[config.mk]
export PLATFORM = sky130hd
export DESIGN_NAME = pdm_decimator
export DESIGN_NICKNAME = d
export VERILOG_FILES = /design/src/rtl/pdm_decimator.sv
export SDC_FILE = /design/constraint.sdc
export NUM_CORES = 1
export LEC_CHECK = 0
export ABC_AREA = 1
export CORE_MARGIN = 1
export CORE_UTILIZATION = 50
export CTS_BUF_LIST = sky130_fd_sc_hd__clkbuf_16
export DETAILED_ROUTE_END_ITERATION = 6
export PLACE_DENSITY = 0.8
export SLEW_MARGIN = 40
export SYNTH_ARGS = -nofsm -noshare
export SYNTH_HDL_FRONTEND = slang
export SYNTH_SLANG_ARGS = --single-unit
export TNS_END_PERCENT = 10
[constraint.sdc]
create_clock -name clk -period 4.15 [get_ports clk]
set_input_delay 0.83 -clock clk [delete_from_list [all_inputs] [get_ports clk]]
set_output_delay 0.83 -clock clk [all_outputs]
set_load 0.03 [all_outputs]
[src/rtl/pdm_decimator.sv]
// PDM-to-PCM decimator: counts ones over a fixed window of M_CLK strobes and
// presents the signed sample on a single-entry valid/ready output register.
module pdm_decimator #(
   parameter int DECIMATION = 64,
   parameter int OUT_WIDTH  = 16
) (
   input  logic                 clk,
   input  logic                 rst,
   input  logic                 m_clk_rising,
   input  logic                 M_DATA,
   input  logic                 en,
   output logic [OUT_WIDTH-1:0] pcm_data,
   output logic                 pcm_valid,
   input  logic                 pcm_ready,
   output logic                 overflow
);

   localparam int CW = $clog2(DECIMATION);

   generate
      if (DECIMATION < 4 || DECIMATION > 1024 ||
          (DECIMATION & (DECIMATION - 1)) != 0) begin : g_bad_decimation
         $error("DECIMATION must be a power of two in 4..1024");
      end
      if (OUT_WIDTH < CW + 2) begin : g_bad_width
         $error("OUT_WIDTH must be at least $clog2(DECIMATION)+2");
      end
   endgenerate

   logic                 sync1;
   logic                 pdm_s;
   logic [CW:0]          ones;
   logic [CW-1:0]        bit_cnt;
   logic                 capture;
   logic                 complete;
   logic [CW:0]          total;
   logic [OUT_WIDTH-1:0] sample;

   always_ff @(posedge clk) begin
      if (rst) begin
         sync1 <= 1'b0;
         pdm_s <= 1'b0;
      end else begin
         sync1 <= M_DATA;
         pdm_s <= sync1;
      end
   end

   always_comb begin
      capture  = m_clk_rising && en;
      complete = capture && (bit_cnt == CW'(DECIMATION - 1));
      total    = ones + {{CW{1'b0}}, pdm_s};
      // 2*ones - DECIMATION, wrapping into two's complement at OUT_WIDTH
      sample   = OUT_WIDTH'({total, 1'b0}) - OUT_WIDTH'(DECIMATION);
   end

   always_ff @(posedge clk) begin
      if (rst || !en) begin
         ones    <= '0;
         bit_cnt <= '0;
      end else if (capture) begin
         if (complete) begin
            ones    <= '0;
            bit_cnt <= '0;
         end else begin
            ones    <= total;
            bit_cnt <= bit_cnt + 1'b1;
         end
      end
   end

   always_ff @(posedge clk) begin
      if (rst) begin
         pcm_data  <= '0;
         pcm_valid <= 1'b0;
         overflow  <= 1'b0;
      end else if (complete) begin
         if (!pcm_valid || pcm_ready) begin
            pcm_data  <= sample;
            pcm_valid <= 1'b1;
         end else begin
            overflow  <= 1'b1;
         end
      end else if (pcm_valid && pcm_ready) begin
         pcm_valid <= 1'b0;
      end
   end

endmodule

==> run summary, run 1 <==
Measured in cells, the most critical reg-to-reg path has a length of 9. The via count of the first global-routing pass is 804, and the maximum operating frequency is 446.1 MHz. For this design the top-level I/O count stands at 24. The final count of negative-setup-slack endpoints was 0; the via count normalized by instance count was 5.128. The depth of the critical timing path with buffers and inverters included is 1, and the detailed router's first-iteration violation count is 29.

The total number of H-tree levels came out at 1. The synthesized design spends more area on one cell type than any other, namely dfxtp_1. For the CTS buffer count, the log shows 3.

The worst setup path is launched from a flop. Setup slack on the worst reg-to-reg path comes out at 2.40 ns. The DRC violation count after routing was 0. The final route contains 1005 vias.

Summed over all layers, the global routing overflow is 0. Routability-driven placement finished with a final weighted congestion of 0.8432. Before CTS, the worst setup slack after placement is 1.774 ns. The number of max-capacitance violations reported came out at 0. In the layout the commonest cells are nand2_1 (41), dfxtp_1 (25), clkdlybuf4s50_1 (22). The run gives 0.2624 mV as the worst voltage drop across the vdd grid.

After clock tree synthesis, the flow added hold-fix buffers numbering 0. At the end of the flow, the number of nets in the layout was 179. The synthesized netlist cell count came out at 153. At the worst endpoint, the arrival time is 1.41 ns. The die width was 50.61 um; the clock edge transition at the registers on the reported setup and hold paths was 0.06 ns. Leading cell type in the layout, fill and taps excluded: nand2_1. The global-route wire length before repair is 3.456 mm. The endpoint of the worst register-to-register path was pcm_data[7]$_SDFFE_PP0P_. The post-synthesis sequential area ratio was 0.4237; the shortest period the worst path allows was 2.242 ns. The number of setup buffers added after CTS is 0. The logs give 2.123 mm for the final wirelength and 500.5 sq um for the area taken by flip-flops and latches. Summing all multi-input logic gate instances after layout gives 561.8 sq um. The fraction of layout cells with a size suffix above 1 is 0.06548.

TritonCTS built the clock tree. Ranked by total cell area, the synthesized netlist is headed by dfxtp_1 (42%), nand2_1 (13%), a21oi_1 (8.1%). Entering global routing, the biggest net connects 14 pins.

The final count of pins violating max slew came out at 0. Along the worst path, the maximum fanout reaches 9. Port buffering added 22 buffers. The setup path with the least slack is of type flop to output pin. The flow ran to the end, and the final reports show no timing, DRC or antenna violations. The share of the synthesized area in the top cell type was 0.4237.

The run gives 163 as the net count after synthesis. In this design, the stage delay of the slowest critical-path cell is 0.72 ns. The worst hold path endpoint was pdm_s$_SDFF_PP0_.

The detailed-router iteration count before antenna repair is 4, and the number of hold violations in the final report is 0. The tools report the combined area of all synthesized cells as 1181 sq um. STA classifies the critical path endpoint as an output pin.

Static leakage: 0.5251 nW. The tools report the startpoint of the tightest hold check path as sync1$_SDFF_PP0_. The cell family contributing the most delay on the critical path is buffers and inverters. The tightest hold path in the finished design has a slack of 0.4064 ns. From synthesis to final layout, the design area changed by 22.14%. The total number of yosys warnings is 0. The tightest min-delay check is of the flop to flop type. The die boundary height is 50.61 um, and the number of fillers in the final layout is 177.

The initial cell density of the core is 0.5339, and the register bit total from synthesis is 25. The final period utilization is 0.5402, and the data required time of the critical path is 3.32 ns. The initial antenna violation count was 0; the mean routed wirelength per cell was 10.83 um. The region available for standard cell placement spans 2212 sq um.

The library cell contributing the largest single delay on the critical path is clkdlybuf4s50_1. The run gives 1.564 mm as the detailed placer's ending HPWL. The signal on the critical path passes through clkdlybuf4s50_1.

The number of instances resized during post-cts repair was 0; the final-layout setup total negative slack was 0 ns. In this run the clock root is driven by a clkbuf_16. CTS saw 25 sinks. The worst hold path was traced through 2 stages. The worst-case clock skew came out at 0.002799 ns. The number of antenna diodes in the final layout is 0. For the overall track demand over capacity in global routing, the log shows 0.1771. In this run the critical register-to-register path is launched from ones[0]$_SDFFE_PP0P_. Setup repair after global routing left no endpoint under its margin.

The worst path buffer plus inverter count was 1; the clock latency of the later-clocked register in the worst-skew pair was 0.25 ns. The total number of placement rows is 17. The remaining antenna violation count is 0. Power spread over the standard cell area amounts to 322.2 nW/um^2. Synthesis instantiated 23 different standard cells from the library.

The total die area was 2561 sq um; the post-synthesis average cell area was 7.720 sq um. Setup slack closes at 1.908 ns. The clock passes through at most 2 buffers.
## flip-flops by register name, summed over array words and instances (netlist names)
| name | count |
|---|---|
| bit_cnt | 6 |
| pcm_valid | 1 |
| pdm_s | 1 |
| pcm_data | 8 |
| sync1 | 1 |
| overflow | 1 |
| ones | 7 |
## synthesized netlist by cell type (all sizes together)
master and instances:
a21oi 19, buf 9, clkbuf 2, clkinv 1, conb 1, dfxtp 25
ha 4, inv 10, nand2 44, nand3 11, nor2 16, nor3 2
o21a 2, o21ai 2, o21bai 2, xnor2 2, xor2 1
## cells by family after synthesis
kind of cell | Yosys count | share of synthesized area
buf+inv | 22 | 0.1006
simple gates | 73 | 0.2934
compound gates | 25 | 0.1144
flops | 25 | 0.4237
fa+ha+maj | 4 | 0.04237
other cells | 1 | 0.003175
xor+xnor | 3 | 0.02225
## cell type report
cell class,instances,share of cell area
well taps,28,0.02428
multi-input cells,106,0.3894
repair buffers,22,0.1526
inverters,11,0.03209
flip-flops and latches,25,0.3469
clock inverters,1,0.002602
clock buffers,3,0.05204
## layer usage
metal / global-route usage / share of wire / vias to the layer above
li1: - / - / 513
met1: 0.2179 / 0.48 / 464
met2: 0.3000 / 0.47 / 26
met3: 0.02727 / 0.041 / 2
met4: 0.08333 / 0.010 / 0
met5: 0 / 0 / -
## worst max path at each step
stage	slack, ns	end	start
CTS	1.88	pcm_data[12]	pcm_data[14]$_SDFFE_PP0P_
global route	1.81	pcm_data[15]	pcm_data[14]$_SDFFE_PP0P_
detailed placement	1.77	bit_cnt[5]$_SDFFE_PP0P_	rst
finish	1.91	pcm_data[12]	pcm_data[14]$_SDFFE_PP0P_
floorplan	2.48	pcm_data[10]	pcm_data[14]$_SDFFE_PP0P_
global placement	1.85	bit_cnt[2]$_SDFFE_PP0P_	rst
## power breakdown
| group | switching [W] | internal (W) |
|---|---|---|
| Sequential | 0.000000649 | 0.000241 |
| Clock | 0.0000761 | 0.000128 |
| Combinational | 0.0000116 | 0.00000683 |
## per-stage QoR
| stage | power (W) | util | cells | instance area [sq um] |
|---|---|---|---|---|
| after floorplan | 0.0002590 | - | 153 | 1181 |
| after global placement | 0.0002652 | 0.6165 | 192 | 1364 |
| after detailed placement | 0.0002656 | 0.6165 | 192 | 1364 |
| after CTS | 0.0004708 | 0.6521 | 196 | 1443 |
| after global routing | 0.0004834 | 0.6521 | 196 | 1443 |
| final | 0.0004649 | 0.6521 | 196 | 1443 |
## worst min-delay path, cell delays in order, from the launching register on
cell,delay (ns)
dfxtp_1,0.29
inv_1,0.04
nor2_1,0.03
No activity file was read; power rests on OpenSTA's default activity.
==> inputs of run 2 (changes only) <==
--- a/config.mk
+++ b/config.mk
@@ -7,10 +7,10 @@
 export LEC_CHECK = 0
 export ABC_AREA = 1
 export CORE_MARGIN = 1
-export CORE_UTILIZATION = 50
+export CORE_UTILIZATION = 45
 export CTS_BUF_LIST = sky130_fd_sc_hd__clkbuf_16
 export DETAILED_ROUTE_END_ITERATION = 6
-export PLACE_DENSITY = 0.8
+export PLACE_DENSITY = 0.76
 export SLEW_MARGIN = 40
 export SYNTH_ARGS = -nofsm -noshare
 export SYNTH_HDL_FRONTEND = slang
==> constraint.sdc (replaced) <==
create_clock -name clk -period 2 [get_ports clk]
set_input_delay 0.4 -clock clk [delete_from_list [all_inputs] [get_ports clk]]
set_output_delay 0.4 -clock clk [all_outputs]
set_load 0.03 [all_outputs]
==> run summary, run 2 (synthesized netlist as in run 1, its figures left out) <==
For this run, the slowest stage of the critical path takes 0.73 ns. The filler cells instantiated in the layout total 220. More flip-flops sit in one register than any other, and that register is pcm_data.

The tools report the final design instance area without fill as 1453 sq um. At the end of the flow, the number of nets in the layout was 180. Setup repair after global routing left no endpoint under its margin. After legalization and detailed placement, the total HPWL measured 1.584 mm.

The logs give 2 for the number of buffers on the longest clock path and 0 for the count of antenna diodes in the layout. Endpoint of the worst register-to-register path: pcm_data[7]$_SDFFE_PP0P_. The static leakage is 0.5299 nW.

The die is 53.23 um tall. The final count of negative-setup-slack endpoints came out at 0. The initial cell density of the core was 0.4768. The startpoint identified for the worst hold timing path is sync1$_SDFF_PP0_. The via count of the first global-routing pass came out at 800. The floorplan has 18 rows. The number of clock buffers added by TritonCTS is 3.

The flow ran to the end, and the final reports show no timing, DRC or antenna violations. The register with the most flip-flops in the layout has 8 of them. The number of buffer cells added on primary ports came out at 22.

The startpoint identified for the worst register-to-register timing path is ones[0]$_SDFFE_PP0P_. The library cell used most frequently in the layout, excluding fill and tap cells, is nand2_1. Final period utilization: 0.9149. Measured in cells, the most critical reg-to-reg path has a length of 9. Initial antenna violation count: 0.

Total number of H-tree levels: 1. After detailed routing, the number of remaining DRC violations is 0. The global-route wire length before repair was 3.339 mm; the mean routed wirelength per cell was 10.05 um. After clock tree synthesis, the clock-pin slew on the worst setup and hold paths is 0.06 ns. TritonCTS built the clock tree. Across all register-to-register paths, the minimum setup slack is 0.26 ns.

Summing all flip-flop and latch instances after layout gives 500.5 sq um. The core area is 2477 sq um, and the largest fanout of any net on the critical path is 9. The tool flagged a number of max-cap violations equal to 0.

The total die area was 2833 sq um; the sink count of the clock tree was 25. The later pin in the worst-skew pair is clocked with a latency of 0.25 ns. For the final routed database, the setup TNS stands at 0 ns. The final count of pins violating max slew is 0. Traced cell by cell, the critical path runs through clkdlybuf4s50_1. The type of the setup path with the least slack was flop to output pin.

The logs give 0.041 for the combinational group share of total power and 0.0007827 W for the cell-internal power. The path class of the tightest hold or removal check is flop to flop. CTS placed an instance of clkbuf_16 at the clock tree root. The tools report the remaining antenna violation count as 0.

Fraction of layout cells with a size suffix above 1: 0.07101. The kind of cell adding the most delay to the critical path was buffers and inverters. Area overhead of the layout relative to synthesis: 22.99%. The worst path buffer plus inverter count came out at 1. For this design the ratio of total power to cell area is 663.8 nW/um^2. Data on the critical path is required at its endpoint by 1.60 ns. After the first detailed-routing iteration, the DRC count stood at 16.

Across the routed clock network, the largest skew measured is 0.002392 ns. The routed layout has 972 vias. The run gives 0.521 as the register share of total power. The tools report the detailed-router iteration count before antenna repair as 4. The tools report the clock network fraction of total power as 0.438.

In the layout the commonest cells are nand2_1 (41), dfxtp_1 (25), clkdlybuf4s50_1 (22). The number of hold violations in the final report came out at 0. The switching power of the nets came out at 0.0001815 W. The slowest stage of the critical path belongs to the cell clkdlybuf4s50_1.

The tools report the placed standard-cell area as 1374 sq um. The final wirelength is 2.000 mm. Global routing finished with a remaining overflow of 0. The run gives 0 as the count of hold-fix buffers inserted at cts. In this run, post-CTS repair resized a total of 0 instances. The die is 53.23 um wide.

Entering global routing, the biggest net connects 14 pins. Along the worst hold path, the cell count comes to 2. The worst voltage drop across the vdd grid was 0.4439 mV; the count of buffers added by post-CTS timing repair for setup was 0. Dividing the detail-routed via count by the number of cells gives 4.884. At the end of routability-driven placement, the weighted congestion stood at 0.8025.

The largest registers in the layout are pcm_data: 8 flops, ones: 7 flops, bit_cnt: 6 flops. The run gives 0.1619 as the overall track demand over capacity in global routing. For hold timing, the worst endpoint is pdm_s$_SDFF_PP0_. The run gives 1.43 ns as the worst endpoint data arrival time.

The critical path launch point type is a flop. The fraction of power spent switching nets is 0.1882. The worst setup path is captured at an output pin. The worst path in the final design needs a cycle of 1.830 ns, including I/O delays and setup. The maximum operating frequency was 546.5 MHz. The multi-input combinational cell area was 561.8 sq um. I/O pin count: 24.
==> run 2: final cells by class <==
type                    count  area share
clock buffers               3     0.05168
inverters                  11     0.03187
multi-input cells         106      0.3867
clock inverters             1    0.002584
flip-flops and latches     25      0.3445
repair buffers             23      0.1568
well taps                  30     0.02584
==> run 2: per-layer routing <==
metal,up-vias,part of all wire,GRT usage
met5,-,0,0
met3,2,0.036,0.02586
met1,430,0.49,0.2049
met4,0,0.011,0.06579
li1,514,-,-
met2,26,0.47,0.2688
==> run 2: power by group through the flow <==
stage          logic (W)  clock network [W]  registers (W)
6_report       0.0000397           0.000422       0.000502
4_1_cts        0.0000399           0.000438       0.000502
5_1_grt        0.0000438           0.000461       0.000502
3_5_place_dp   0.0000397                  0       0.000513
3_3_place_gp   0.0000390                  0       0.000513
2_1_floorplan  0.0000246                  0       0.000513
==> run 2: metrics by stage <==
stage / std cells / hold slack [ns] / power, W / setup WS [ns] / util
floorplan: 153 / 0.3883 / 0.0005375 / 0.4685 / -
global placement: 195 / 0.4011 / 0.0005522 / 0.2584 / 0.5545
global route: 199 / 0.4527 / 0.001007 / 0.06540 / 0.5864
finish: 199 / 0.4147 / 0.0009642 / 0.1702 / 0.5864
CTS: 199 / 0.4125 / 0.0009797 / 0.1421 / 0.5864
detailed placement: 195 / 0.3990 / 0.0005530 / 0.1785 / 0.5545
==> run 2: how the worst max path moves through the flow <==
stage / startpoint / end / slack, ns / cells past startpoint
6_report: pcm_data[14]$_SDFFE_PP0P_ / pcm_data[12] / 0.17 / 1
5_1_grt: ones[0]$_SDFFE_PP0P_ / pcm_data[7]$_SDFFE_PP0P_ / 0.07 / 9
4_1_cts: pcm_data[14]$_SDFFE_PP0P_ / pcm_data[12] / 0.14 / 1
3_5_place_dp: m_clk_rising / pcm_data[7]$_SDFFE_PP0P_ / 0.18 / 7
3_3_place_gp: m_clk_rising / pcm_data[4]$_SDFFE_PP0P_ / 0.26 / 7
2_1_floorplan: ones[0]$_SDFFE_PP0P_ / pcm_data[7]$_SDFFE_PP0P_ / 0.47 / 9
==> inputs of run 3 (changes only) <==
--- a/config.mk
+++ b/config.mk
@@ -10,6 +10,7 @@
 export CORE_UTILIZATION = 45
 export CTS_BUF_LIST = sky130_fd_sc_hd__clkbuf_16
 export DETAILED_ROUTE_END_ITERATION = 6
+export GPL_TIMING_DRIVEN = 0
 export PLACE_DENSITY = 0.76
 export SLEW_MARGIN = 40
 export SYNTH_ARGS = -nofsm -noshare
==> run summary, run 3 (synthesized netlist as in run 1, its figures left out) <==
STA puts the critical path data required time at 1.60 ns. The global-route wire length before repair came out at 3.429 mm. Overall track demand over capacity in global routing: 0.1641.

The sink count of the clock tree was 25. After routing, the total negative slack on setup checks comes to 0 ns. TritonCTS built the clock tree. The tightest min-delay check is of the flop to flop type. The HPWL after detailed placement is 1.558 mm. Measured along the x axis, the die boundary spans 53.23 um.

The kind of cell adding the most delay to the critical path was buffers and inverters. Counting both buffers and inverters, the worst setup path holds a total of 2. For this run the aggregate overflow at the end of global routing stands at 0. In this run the worst path has a maximum fanout of 9. Kind of end point of the critical path: an output pin.

The largest net degree at the start of global routing came out at 14. The clock latency of the later-clocked register in the worst-skew pair is 0.25 ns. The logs give 4 for the detailed-router iteration count before antenna repair and 0 for the final count of negative-setup-slack endpoints. From synthesis to final layout, the design area changed by 28.50%. The tools report the DRC violation count after routing as 0. The tools report the critical path launch point type as a flop. pcm_data holds more flip-flops than any other register. Timing would allow up to 520.9 MHz. The signal on the critical path passes through buf_4, clkdlybuf4s50_1. The largest registers in the layout are pcm_data: 8 flops, ones: 7 flops, bit_cnt: 6 flops. The initialized floorplan defines 18 standard-cell rows. The flow ran to the end, and the final reports show no timing, DRC or antenna violations. The number of flip-flops under the largest register name was 8; the final count of pins violating max slew was 0. The count of buffers added by post-CTS timing repair for setup is 0.

After filler insertion, the fill cell instance count of the layout stands at 235. The clock edge transition at the registers on the reported setup and hold paths works out to 0.06 ns. Counting tap cells, the placed design contains a total of 205 instances. The logs give 0.4768 for the initial cell density of the core and 980 for the via total after detailed routing. The final non-filler cell total was 209; the detailed router's first-iteration violation count was 14. The worst-case clock skew came out at 0.002115 ns. The tools report the worst voltage drop across the vdd grid as 0.5106 mV. Setup repair after global routing left no endpoint under its margin. The die covers 2833 sq um. The number of buffer cells added on primary ports is 22, and the initial antenna violation count is 0.

In this run, post-CTS hold repair placed 0 buffers. The tools report the total number of H-tree levels as 1. Once the clock tree was built, the resizer swapped 0 gates to a different size. After detailed routing, the total wire length is 2.104 mm. The count of nets left with antenna violations once routing finished came out at 0. In this run the deepest clock path goes through 2 buffers. The library cells used most frequently in the layout, excluding fill and tap cells, are nand2_1 (41), dfxtp_1 (25), clkdlybuf4s50_1 (22). After floorplanning, the core was sized to cover 2477 sq um.

For this design, the slowest cell found on the critical path is clkdlybuf4s50_1. The tool flagged a number of max-cap violations equal to 0. The critical path is of the flop to output pin type. The smallest clock period supported by the final layout is computed as 1.920 ns.

24 I/O pins were placed. The worst stage delay on the critical path was 0.66 ns; the power density over the cells was 640.6 nW/um^2. The final net count is 190.

The analysis attributes to cell leakage a power of 0.5743 nW. The count of antenna diodes in the layout was 0. Clock root buffer: clkbuf_16. The fraction of layout cells with a size suffix above 1 came out at 0.1117. For the worst endpoint data arrival time, the log shows 1.52 ns. The via count normalized by instance count came out at 4.689.

In this run the vertical extent of the chip is 53.23 um. The CTS buffer count is 3. The final period utilization is 0.9600, and the weighted congestion reported at the end of routability-driven placement is 0.8386. The number of hold violations in the final report was 0.

The via count of the first global-routing pass is 830, and the mean routed wirelength per cell is 10.07 um. The leading cell type in the layout, fill and taps excluded was nand2_1.
[run 3: cell types whose count changed in the layout (fill, tap and decap cells not counted), sizes merged]
cell,before,now
clkbuf,3,5
buf,1,9
[run 3: area by class of cell]
cell class | instances | area (sq um) | area share
sequential | 25 | 500.5 | 0.3298
timing repair buffer | 22 | 220.2 | 0.1451
inverter | 11 | 46.29 | 0.03050
clock inverter | 1 | 3.754 | 0.002473
buffer | 11 | 72.57 | 0.04782
clock buffer | 3 | 75.07 | 0.04946
multi-input combinational | 106 | 561.8 | 0.3702
tap | 30 | 37.54 | 0.02473
[run 3: through the flow]
step	utilization	power [W]	worst slack (ns)	instance area, sq um	hold slack, ns
2_1_floorplan	-	0.0005375	0.4685	1181	0.3883
3_3_place_gp	0.5808	0.0005549	0.2942	1439	0.3997
3_5_place_dp	0.5808	0.0005554	0.2839	1439	0.4051
4_1_cts	0.6126	0.0009823	0.06369	1518	0.4197
5_1_grt	0.6126	0.001009	0.005816	1518	0.4501
6_report	0.6126	0.0009722	0.08010	1518	0.4144
[run 3: worst paths after layout]
path / start / endpoint / slack, ns / cells after the start
setup reg to reg: ones[0]$_SDFFE_PP0P_ / pcm_data[7]$_SDFFE_PP0P_ / 0.31 / 9
hold reg to reg: sync1$_SDFF_PP0_ / pdm_s$_SDFF_PP0_ / 0.41 / 2
setup / recovery: pcm_data[14]$_SDFFE_PP0P_ / pcm_data[12] / 0.08 / 2
hold / removal: sync1$_SDFF_PP0_ / pdm_s$_SDFF_PP0_ / 0.41 / 2
[run 3: per-layer routing]
| metal | wire, um | share of wire | track usage | vias to the layer above |
|---|---|---|---|---|
| met2 | 1051 | 0.50 | 0.2833 | 21 |
| li1 | - | - | - | 535 |
| met5 | 0 | 0 | 0 | - |
| met1 | 995 | 0.47 | 0.2063 | 424 |
| met4 | 0 | 0 | 0.04825 | 0 |
| met3 | 57 | 0.027 | 0.02586 | 0 |
[run 3: worst reg2reg max path: cells and delay by family, from the launching register on]
kind | cells | cell delay (ns)
compound gates | 2 | 0.26
buf+inv | 1 | 0.03
fa+ha+maj | 3 | 0.67
simple gates | 3 | 0.28
flops | 1 | 0.33
[run 3: report_power, final]
group          switching (W)  internal (W)
registers         0.00000133      0.000501
clock network       0.000161      0.000267
logic              0.0000252     0.0000171
total               0.000188      0.000784
==> RTL change 1: new RTL, flow settings as in run 2 <==
Set the parameter `OUT_WIDTH` to 24 (it was 16).
--- a/src/rtl/pdm_decimator.sv
+++ b/src/rtl/pdm_decimator.sv
@@ -2,7 +2,7 @@
 // presents the signed sample on a single-entry valid/ready output register.
 module pdm_decimator #(
    parameter int DECIMATION = 64,
-   parameter int OUT_WIDTH  = 16
+   parameter int OUT_WIDTH  = 24
 ) (
    input  logic                 clk,
    input  logic                 rst,
Ports: changed (resized pcm_data); port bits go from 24 to 32. The function was not compared with the original's and may differ.
==> RTL change 1 against run 2 <==
- non-clock buffer count is 8 higher
- routed wire length is 12% higher
- final area is 6.7% higher
- critical path depth stayed put
- power is 0.89% higher
- area after synthesis is 6.5% higher
- sequential cell count stayed put
- setup slack worse by 0.010 ns
- largest cell class unchanged
==> RTL change 1: results (changes against run 2) <==
[outcome]
status=complete, no violations  ; unchanged

[logic_synthesis]
yosysSeqAreaShare=0.398  ; was 0.424
synth_area_leaders=dfxtp_1, nand2_1, buf_4, a21oi_1, inv_1  ; was dfxtp_1, nand2_1, a21oi_1, buf_4, ha_1
synth_fp_nets=177  ; was 163
synth_commonest_cells=nand2_1, dfxtp_1, a21oi_1  ; unchanged
yosys.cell_types.count=24  ; was 23

[route]
met3_length_um=90  ; was 72 µm
drt-total-wl_um=2230  ; was 2000 µm
top_layer_used=met4  ; unchanged
dr.first_iter.drc_count=15  ; was 16
dr_wl_met2_um=1110  ; was 933 µm
met1_length_um=1010  ; was 972 µm

[pwr]
leakage_nw=0.589  ; was 0.530 nW
p_int_mw=0.785  ; was 0.783 mW
report.power.total_mw=0.973  ; was 0.964 mW
vdd_ir_drop_max_uv=398  ; was 444 µV
pwr-share-comb=0.043  ; was 0.041
p_seq_mw=0.504  ; was 0.502 mW

[cells_and_area]
antenna_cells=0  ; unchanged
fin_nets=194  ; was 180
drive_gt1_frac=0.0656  ; was 0.0710

[timing]
max_freq_ghz=0.544  ; was 0.547 GHz
skew_ns=0.00178  ; was 0.00239 ns
holdWs_ns=0.408  ; was 0.415 ns

[grt]
gr-usage-met2=0.341  ; was 0.269
grt_max_degree=18  ; was 14
use_met3=0.0417  ; was 0.0259
track_usage=0.187  ; was 0.162
grt_util_met1=0.212  ; was 0.205
grt_pass1_wl_um=3970  ; was 3340 µm

[worst_setup_path]
crit_path_end=pcm_data[16]  ; was pcm_data[12]
path_max_fanout=17  ; was 9
setup.worst_path.start=pcm_data[22]  ; was pcm_data[14]

[placed_design]
place_ws_ns=0.191  ; was 0.179 ns
place_area_um2=1470  ; was 1370 µm²
dp_hpwl_um=1800  ; was 1580 µm
gp_congestion=0.841  ; was 0.803
io_buffers=30  ; was 22

[RTL change 1: final cells by class]
cell class	instances	area, µm²
clock buffers	3	75.1
clock inverters	1	3.75
fillers	241	1020
inverters	17	68.8
multi-input cells	106	556
flip-flops and latches	25	502
well taps	30	37.5
repair buffers	31	308
[RTL change 1: metrics by stage]
step | std cells | utilization
final | 213 | 0.604
after global routing | 213 | 0.604
after CTS | 213 | 0.604
after detailed placement | 209 | 0.573
after global placement | 209 | 0.573
after floorplan | 167 | -
[RTL change 1: what timing repair did]
action | 4_1_cts | 5_1_grt
endpoints found under the hold margin | 0 | 0
setup endpoints to repair | 16 | 0
resized for setup | 1 | 0
[RTL change 1: logic make-up after synthesis]
logic type / count (synthesis) / synth area share
other: 1 / 0.00298
AOI/OAI and AO/OA: 24 / 0.101
xor gates and xnor gates: 3 / 0.0209
DFF: 25 / 0.398
adders and majority gates: 4 / 0.0398
buffers and inverters: 36 / 0.160
and+or+nand+nor: 74 / 0.277
==> RTL change 2: new RTL, settings of run 2 <==
Made on the original files. Put one more register stage on the output `overflow`. The value now appears one clock later. The other outputs are not delayed to match.
--- a/src/rtl/pdm_decimator.sv
+++ b/src/rtl/pdm_decimator.sv
@@ -16,6 +16,8 @@
 );
 
    localparam int CW = $clog2(DECIMATION);
+
+   logic overflow_s0;
 
    generate
       if (DECIMATION < 4 || DECIMATION > 1024 ||
@@ -73,18 +75,22 @@
       if (rst) begin
          pcm_data  <= '0;
          pcm_valid <= 1'b0;
-         overflow  <= 1'b0;
+         overflow_s0 <= 1'b0;
       end else if (complete) begin
          if (!pcm_valid || pcm_ready) begin
             pcm_data  <= sample;
             pcm_valid <= 1'b1;
          end else begin
-            overflow  <= 1'b1;
+            overflow_s0 <= 1'b1;
          end
       end else if (pcm_valid && pcm_ready) begin
          pcm_valid <= 1'b0;
       end
    end
 
+   always_ff @(posedge clk) begin
+      overflow <= overflow_s0;
+   end
+
 endmodule
 
Check against the original RTL: no difference found for any inputs over 10 cycles, from zero or initial values and one cycle with rst high; that may be too few to reach the edited logic, so the function may still have changed.
==> RTL change 2 against run 2 <==
- power increased by 3.0%
- largest cell class unchanged
- register-to-register slack hardly changed
- final area up 1.4%
- global-route usage grew 0.55 points
- area after synthesis up 1.7%
- worst hold slack got worse by 0.065 ns
- setup slack better by 0.012 ns
- critical endpoint is now pcm_data[13]
- routed wire length up 3.8%
- largest power group unchanged
- sequential cell count rose by 1
- highest routed layer unchanged
==> RTL change 2: results (changes against run 2) <==
[outcome]
status=complete, no violations  ; unchanged

[pwr]
vdd_ir_drop_max_uv=352  ; was 444 µV
clkPwrFrac=0.434  ; was 0.438
p_int_mw=0.803  ; was 0.783 mW
leakage_nw=0.534  ; was 0.530 nW
p_clk_mw=0.431  ; was 0.422 mW
pwr-share-comb=0.040

[logic_synthesis]
yosysSeqAreaShare=0.433  ; was 0.424
synth_commonest_cells=nand2_1, dfxtp_1, a21oi_1  ; unchanged
synth_xor_area_frac=0.0219  ; was 0.0222
synth_area_leaders=dfxtp_1, nand2_1, a21oi_1, buf_4, ha_1  ; unchanged
synth-compound-area-share=0.112  ; was 0.114
synth_area_per_cell_um2=7.80  ; was 7.72 µm²
synth_fp_nets=164  ; was 163
synthAdderAreaFrac=0.0417  ; was 0.0424

[grt]
antenna_found_initial=0  ; unchanged
grt_max_degree=15  ; was 14
grt_pass1_wl_um=3480  ; was 3340 µm
grt_pass1_vias=863  ; was 800

[placed_design]
dp_hpwl_um=1640  ; was 1580 µm
gp_congestion=0.863  ; was 0.803
place_area_um2=1390  ; was 1370 µm²
place_ws_ns=0.189  ; was 0.179 ns

[timing]
skew_ns=0.00353  ; was 0.00239 ns

[worst_setup_path]
r2r_cells=9  ; unchanged
critPathTopFamily=buffers and inverters  ; unchanged
cpPeakStageDelay_ns=0.72

[clock_network]
path_clk_slew_ns=0.06  ; about the same
cts_setup_buffers=0  ; unchanged

[cells_and_area]
fin_nets=181  ; was 180
drive_gt1_frac=0.0706  ; was 0.0710

[hold_path]
whs_path_depth=0  ; was 2
hp-class=flip-flop to flip-flop  ; unchanged

[route]
dr.first_iter.drc_count=14  ; was 16
wl_per_cell_um=10.4  ; was 10.1 µm
drt-total-wl_um=2080  ; was 2000 µm

==> RTL change 2: changes by cell type in the layout (fill, tap and decap cells not counted) <==
| cell | change |
|---|---|
| dfxtp_1 | +1 |
| clkinv_1 | +1 |
| inv_1 | -1 |
==> RTL change 2: cell type report <==
cell class	count	area, µm²
Clock buffer	3	75.1
Clock inverter	1	3.75
Fill cell	230	1030
Inverter	11	46.3
Multi-Input combinational cell	106	562
Sequential cell	26	520
Tap cell	30	37.5
Timing Repair Buffer	23	228
==> RTL change 2: worst paths after layout <==
check / to / startpoint / slack, ns
max: pcm_data[13] / pcm_data[14] / 0.18
min: overflow / overflow_s0 / 0.35
max reg2reg: pcm_data[7] / ones[0] / 0.26
min reg2reg: overflow / overflow_s0 / 0.35
==> RTL change 2: metal layers <==
layer  global-route usage  routed length [µm]  up-vias
li1                     -                   -      517
met1                0.213                 991      446
met2                0.274                1010       17
met3               0.0339                  55        2
met4               0.0658                  19        0
met5                    0                   0        -
